$ cat src/rtl/sdu_uart_tx.sv
// 8N1 UART transmitter with a small byte FIFO in front of the shift register.
// The FIFO depth is 2^FIFO_AW. txd is registered, so it follows the FSM state one cycle later.
module sdu_uart_tx #(
  parameter int BAUD_DIV = 868,
  parameter int FIFO_AW  = 3
) (
  input  logic               clk,
  input  logic               rst,
  input  logic [7:0]         din,
  input  logic               din_vld,
  output logic               din_rdy,
  output logic               txd,
  output logic               busy,
  output logic [FIFO_AW:0]   fifo_cnt
);

  localparam int CW = $clog2(BAUD_DIV);
  localparam logic [CW-1:0] BIT_LAST = CW'(BAUD_DIV - 1);
  localparam logic [FIFO_AW:0] DEPTH = {1'b1, {FIFO_AW{1'b0}}};

  typedef enum logic [1:0] {IDLE, START, DATA, STOP} state_t;

  state_t               state;
  logic [CW-1:0]        bit_cnt;
  logic [2:0]           bit_idx;
  logic [7:0]           shift;
  logic [7:0]           mem [0:(1 << FIFO_AW) - 1];
  logic [FIFO_AW-1:0]   wr_ptr;
  logic [FIFO_AW-1:0]   rd_ptr;
  logic                 push;
  logic                 pop;
  logic                 bit_end;

  // Ready comes only from the registered count, so a pop in the same cycle never frees a slot early.
  assign din_rdy = fifo_cnt < DEPTH;
  assign push    = din_vld && din_rdy;
  assign bit_end = bit_cnt == BIT_LAST;
  assign pop     = (fifo_cnt != '0) && ((state == IDLE) || (state == STOP && bit_end));
  assign busy    = (state != IDLE) || (fifo_cnt != '0);

  always_ff @(posedge clk) begin
    if (push) mem[wr_ptr] <= din;
  end

  always_ff @(posedge clk) begin
    if (rst) begin
      state    <= IDLE;
      bit_cnt  <= '0;
      bit_idx  <= '0;
      shift    <= '0;
      txd      <= 1'b1;
      wr_ptr   <= '0;
      rd_ptr   <= '0;
      fifo_cnt <= '0;
    end else begin
      if (push) wr_ptr <= wr_ptr + FIFO_AW'(1);
      if (pop) begin
        rd_ptr <= rd_ptr + FIFO_AW'(1);
        shift  <= mem[rd_ptr];
      end
      case ({push, pop})
        2'b10:   fifo_cnt <= fifo_cnt + 1'b1;
        2'b01:   fifo_cnt <= fifo_cnt - 1'b1;
        default: fifo_cnt <= fifo_cnt;
      endcase

      case (state)
        IDLE: begin
          txd     <= 1'b1;
          bit_cnt <= '0;
          if (pop) state <= START;
        end
        START: begin
          txd <= 1'b0;
          if (bit_end) begin
            state   <= DATA;
            bit_cnt <= '0;
            bit_idx <= '0;
          end else begin
            bit_cnt <= bit_cnt + CW'(1);
          end
        end
        DATA: begin
          txd <= shift[bit_idx];
          if (bit_end) begin
            bit_cnt <= '0;
            if (bit_idx == 3'd7) state <= STOP;
            else                 bit_idx <= bit_idx + 3'd1;
          end else begin
            bit_cnt <= bit_cnt + CW'(1);
          end
        end
        STOP: begin
          txd <= 1'b1;
          // A queued byte chains straight into the next start bit with no idle gap.
          if (bit_end) begin
            bit_cnt <= '0;
            state   <= pop ? START : IDLE;
          end else begin
            bit_cnt <= bit_cnt + CW'(1);
          end
        end
        default: state <= IDLE;
      endcase
    end
  end

endmodule
$ cat config.mk
export PLATFORM = sky130hd
export DESIGN_NAME = sdu_uart_tx
export DESIGN_NICKNAME = d
export VERILOG_FILES = /design/src/rtl/sdu_uart_tx.sv
export SDC_FILE = /design/constraint.sdc
export NUM_CORES = 1
export LEC_CHECK = 0
export CAP_MARGIN = 5
export CORE_MARGIN = 3
export CORE_UTILIZATION = 33
export DETAILED_ROUTE_END_ITERATION = 8
export PLACE_DENSITY = 0.56
export SLEW_MARGIN = 30
export SYNTH_ARGS = -nofsm -noshare
export SYNTH_HDL_FRONTEND = slang
export SYNTH_SLANG_ARGS = --single-unit
$ cat constraint.sdc
create_clock -name clk -period 2.8 [get_ports clk]
set_input_delay 0.42 -clock clk [delete_from_list [all_inputs] [get_ports clk]]
set_output_delay 0.42 -clock clk [all_outputs]
set_load 0.03 [all_outputs]
# Word-level counts from Yosys, hierarchy flattened
# Memory sizes are Yosys's and may differ from the RTL's. A register that Yosys moved wholly into a read port is not among the register bits.
# Cells that the tools add are included.
# word_totals
register_bits	26
latch_bits	0
ram_bits	64
mem_bits_ro	0
inputBits	11
word_cells	62
mem_count	1
# op_classes
n_addsub	6
mul	0
n_div	0
n_lt_le_gt_ge	2
eq_ne	13
shift	0
mux	19
bitwise_logic	0
n_reduce_logical	14
# memory_table
name	depth	word_bits	rd	rd_ports_with_merged_regs	write_ports	line	source
mem	8	8	1	1	1	27	logic [7:0] mem [0:(1 << FIFO_AW) - 1];
# ops
cell	n
$pmux W10 S2	1
$ne A2 B2 Y1 const B	6
$add A10 B1 Y10 const B	1
$eq A10 B10 Y1 const B	1
$mux W10	1
$mux W2	5
$add A3 B1 Y3 const B	3
$mux W3	3
$pmux W2 S4	1
$pmux W4 S2	1
$eq A2 B2 Y1 const B	3
$pmux W3 S2	1
$reduce_bool A2 Y1	3
$reduce_and A5 Y1	1
$add A4 B1 Y4 const B	1
$eq A2 B1 Y1 const B	2
$lt A3 B4 Y1 const B	1
$lt A4 B4 Y1 const B	1
$mux W1	4
$reduce_and A4 Y1	1
$reduce_bool A4 Y1	1
$sub A4 B1 Y4 const B	1
$bmux W1 S3	1
$eq A3 B3 Y1 const B	1
6 further kinds	9

# Logic depth before layout (Yosys ltp)
# depth
depth_word	7
mapped_depth	11

# Least setup slack after synthesis
# No wires, ideal clock.
# synth_timing
path_kind	register to register
from	reg bit_cnt[0]
to	reg fifo_cnt[2]
setup_ps	71
arrival_ps	2648
path_slack_ps	82
stages_incl_launch_ff	12
path_buffers	0
period_less_slack_ps	2718
path_cell_list	dfxtp_1 > ha_1 > nor4bb_4 > a41oi_2 > nor2_2 > ha_1 > xor2_1 > ha_1 > a21oi_1 > xor2_1 > or3_1 > a21oi_1
# synth_via
elab_chain_cells	6
elab_cells_between_ends	8
classes_between	eq/ne (3); mux (1); reduce/logical (4)
# synth_rtl
element	line	source
from (decl)	24	logic [CW-1:0] bit_cnt;
from (signal assigned)	80	bit_cnt <= bit_cnt + CW'(1);
from (signal assigned)	90	bit_cnt <= bit_cnt + CW'(1);
from (signal assigned)	100	bit_cnt <= bit_cnt + CW'(1);
$eq A10 B10 Y1 *	37	assign bit_end = bit_cnt == BIT_LAST;
$logic_and A1 B1 Y1 *	38	assign pop = (fifo_cnt != '0) && ((state == IDLE) || (state == STOP && bit_end));
$logic_or A1 B1 Y1 *	38	
$logic_and A1 B1 Y1 *	38	
net pop	31	logic pop;
$eq A2 B1 Y1 or $eq A2 B2 Y1 (tied branches)	61	case ({push, pop})
$pmux W4 S2 or $reduce_bool A2 Y1 (tied branches)	n/a	
to (signal assigned)	62	2'b10: fifo_cnt <= fifo_cnt + 1'b1;
to (signal assigned)	63	2'b01: fifo_cnt <= fifo_cnt - 1'b1;
to (signal assigned)	64	default: fifo_cnt <= fifo_cnt;
to (decl)	14	output logic [FIFO_AW:0] fifo_cnt
# The timed path passes the listed nets; every way through them passes the cells marked *.
# A chain may end at the register's enable or synchronous reset.

# Worst setup path after layout
# layout_timing
from	reg fifo_cnt[3]
to	out busy
# layout_via
elab_chain_cells	2
# layout_rtl
element	line	source
$reduce_bool A4 Y1	39	assign busy = (state != IDLE) || (fifo_cnt != '0);
$logic_or A1 B1 Y1	39	
to (decl)	13	output logic busy,
# No other way between the ends.

==> out/summary.txt <==
Post-CTS resize count: 0
Antenna fix cells: 0
Biggest area consumer among synthesized cells: edfxtp_1
Synthesis Warnings: 0
Routed wire length: 7940 µm
Die footprint: 0.0141 mm²
Sum of negative setup slack: 0 ps
Most frequent cell after synthesis: edfxtp_1
Worst-Margin Slew: 524 ps
Number of search-and-repair iterations in the first detailed-routing pass: 4
Vias post-DR: 2477
R2r worst-path depth: 11
Dominant synthesized flop cell: edfxtp_1
Design Power: 4.56 mW
Critical-path maximum fanout: 6
Hold depth: 1
Number of global-route vias before repair: 2489
Biggest area contributors in the synthesized netlist: edfxtp_1 46%, dfxtp_1 16%, mux4_2 9.1%, ha_1 3.9%, nor2_1 2.3%
Power density over the cells: 926 mW/mm²
Hold slack final: 468 ps
Number of enable-type register cells in the synthesized netlist: 64
Detail-routed via count per cell: 4.91
Unique cell type count in the Yosys netlist: 44
Critical Path RT: 2380 ps
Netlist area before placement: 0.00420 mm²
Placeable core region: 0.0122 mm²
Clock root buffer master: clkbuf_16
Category of the worst setup path capture point: output pin
Number of antenna-violating nets in the routed design: 0
CTS H-tree depth: 3
Quantity of I/O buffers inserted on ports: 17
Worst hold path type: reg -> reg
Layout area overhead: 17.2%
Number of synthesized register bits: 98
Floorplan die height: 119 µm
Clock tree from TritonCTS: built
Hold violation count in the final report: 0
Initial antenna violation count: 0
Nets: 355
Unrepaired setup endpoints after global routing: false
Global route overflow: 0
Relative slew margins: 64.8%
Total CTS buffers: 9
Skew final: 7.68 ps
Boundary pin count: 18
Post-Place Cell Area: 0.00461 mm²
Category of the critical setup timing path: reg -> out
Synthesized area per cell: 13.9 µm²
Result of the run: completed
Final Wtd Congestion: 0.776
Effective utilization at floorplan: 34.4%
Number of max-slew violations in the final report: 0
Worst Slack Setup Final: 311 ps
Maximum number of pins on one net before global-route repair: 27
FMAX: 402 MHz
Later-pin clock latency in the skew report: 340 ps
Number of setup buffers added after CTS: 0
Syn Nets: 326
Clock net sink count: 98
Longest Clk Path Bufs: 2
Sequential cell area fraction in the yosys report: 62.0%
Peak supply drop: 0.408 mV
Count of fill cells added during filler insertion: 1173
Max Cap Violations: 0
Post-synth top area share: 45.8%
Post-layout instance area: 0.00492 mm²
Worst-case setup slack after placement: 175 ps
Global-route total usage across every layer: 12.0%
Finished Core Util: 40.3%
Die width: 119 µm
Setup-violating endpoint count in the final report: 0
Leak Pwr: 1.65 nW
FP Rows: 40
Post-layout instance count excluding filler cells: 504
Number of violations reported at the end of detailed-routing iteration 0: 169
Hold buffers post-CTS: 0
Worst endpoint data arrival time: 2070 ps
Wire length of the first global-routing pass: 13100 µm
Drc violations: 0
Shortest clock period the worst path allows after layout: 2490 ps
Ranking of synthesized cells by instance count: 64 x edfxtp_1, 34 x dfxtp_1, 26 x nor2_1, 25 x nand2_1, 17 x mux4_2
Critical path launch point type: register
Routed wire length per instance: 15.7 µm
Share of layout cells above drive strength 1: 17.6%
Placed wire-length estimate after detailed placement: 5180 µm
Cell total after placement: 488
Period utilisation layout: 88.9%
Clock transition at the registers of the reported paths: 70 ps
Fraction of registers with async set/reset: 0%
Post-synthesis cell count: 302
routing by layer:
metal	part of all wire (%)	wire length, µm	track usage, %
met1	48	3780	15.7
met2	48	3840	19.1
met3	2.5	202	3.16
met4	1.5	117	4.49
met5	0	0	0
worst max-delay path: stages, from the launching register on:
cell and delay, ps:
dfxtp_1 370, nor4_2 540, nand2_1 190, clkdlybuf4s50_1 630
power by group:
group	total (mW)	leakage (nW)	switching [mW]	internal, mW
registers	1.82	0.859	0.103	1.72
logic	1.47	0.642	0.805	0.661
clock network	1.27	0.154	0.559	0.710
total	4.56	1.65	1.47	3.09
state kept, by name, indices dropped and copies added (netlist names):
| register | cells |
|---|---|
| bit_cnt | 10 |
| bit_idx | 3 |
| fifo_cnt | 4 |
| mem | 64 |
| rd_ptr | 3 |
| shift | 8 |
| state | 2 |
| txd | 1 |
| wr_ptr | 3 |
cells in the final DEF, fill, tap and decap left out, drive strengths merged, types with 6 or more instances in the layout:
cell           netlist  routed
edfxtp              64      64
dfxtp               34      34
nor2                27      27
nand2               25      25
mux4                17      17
clkdlybuf4s50        0      17
a21oi               16      16
buf                 10      15
ha                  13      13
a311oi              11      11
o21ai                9       9
clkbuf               4       9
inv                  6       9
xor2                 8       8
nand3                7       7
nand2b               6       6
nor3                 6       6
kinds of logic (layout without fill, tap and decap cells):
logic type      after synthesis  in the layout  synth area share, %
compound gates               46             46                 7.69
simple gates                 88             88                 10.5
fa+ha+maj                    13             13                 3.87
flops                        98             98                 62.0
mux                          23             23                 10.6
buf+inv                      21             55                 2.62
xor+xnor                     13             13                 2.71
cell type report:
| cell class | instances | area, µm² | area share, % |
|---|---|---|---|
| inverters | 7 | 26.3 | 0.534 |
| well taps | 168 | 210 | 4.27 |
| clock buffers | 9 | 225 | 4.58 |
| flip-flops and latches | 98 | 2600 | 52.9 |
| multi-input cells | 183 | 1490 | 30.3 |
| clock inverters | 7 | 83.8 | 1.70 |
| repair buffers | 32 | 283 | 5.74 |
worst paths after layout:
check	slack [ps]	from	endpoint
max	310	fifo_cnt[3]$_SDFFE_PP0P_	busy
min	470	bit_cnt[0]$_SDFF_PP0_	bit_cnt[0]$_SDFF_PP0_
max reg2reg	310	bit_cnt[0]$_SDFF_PP0_	fifo_cnt[2]$_SDFFE_PP0P_
min reg2reg	470	bit_cnt[0]$_SDFF_PP0_	bit_cnt[0]$_SDFF_PP0_
No activity file was read; power rests on OpenSTA's default activity.
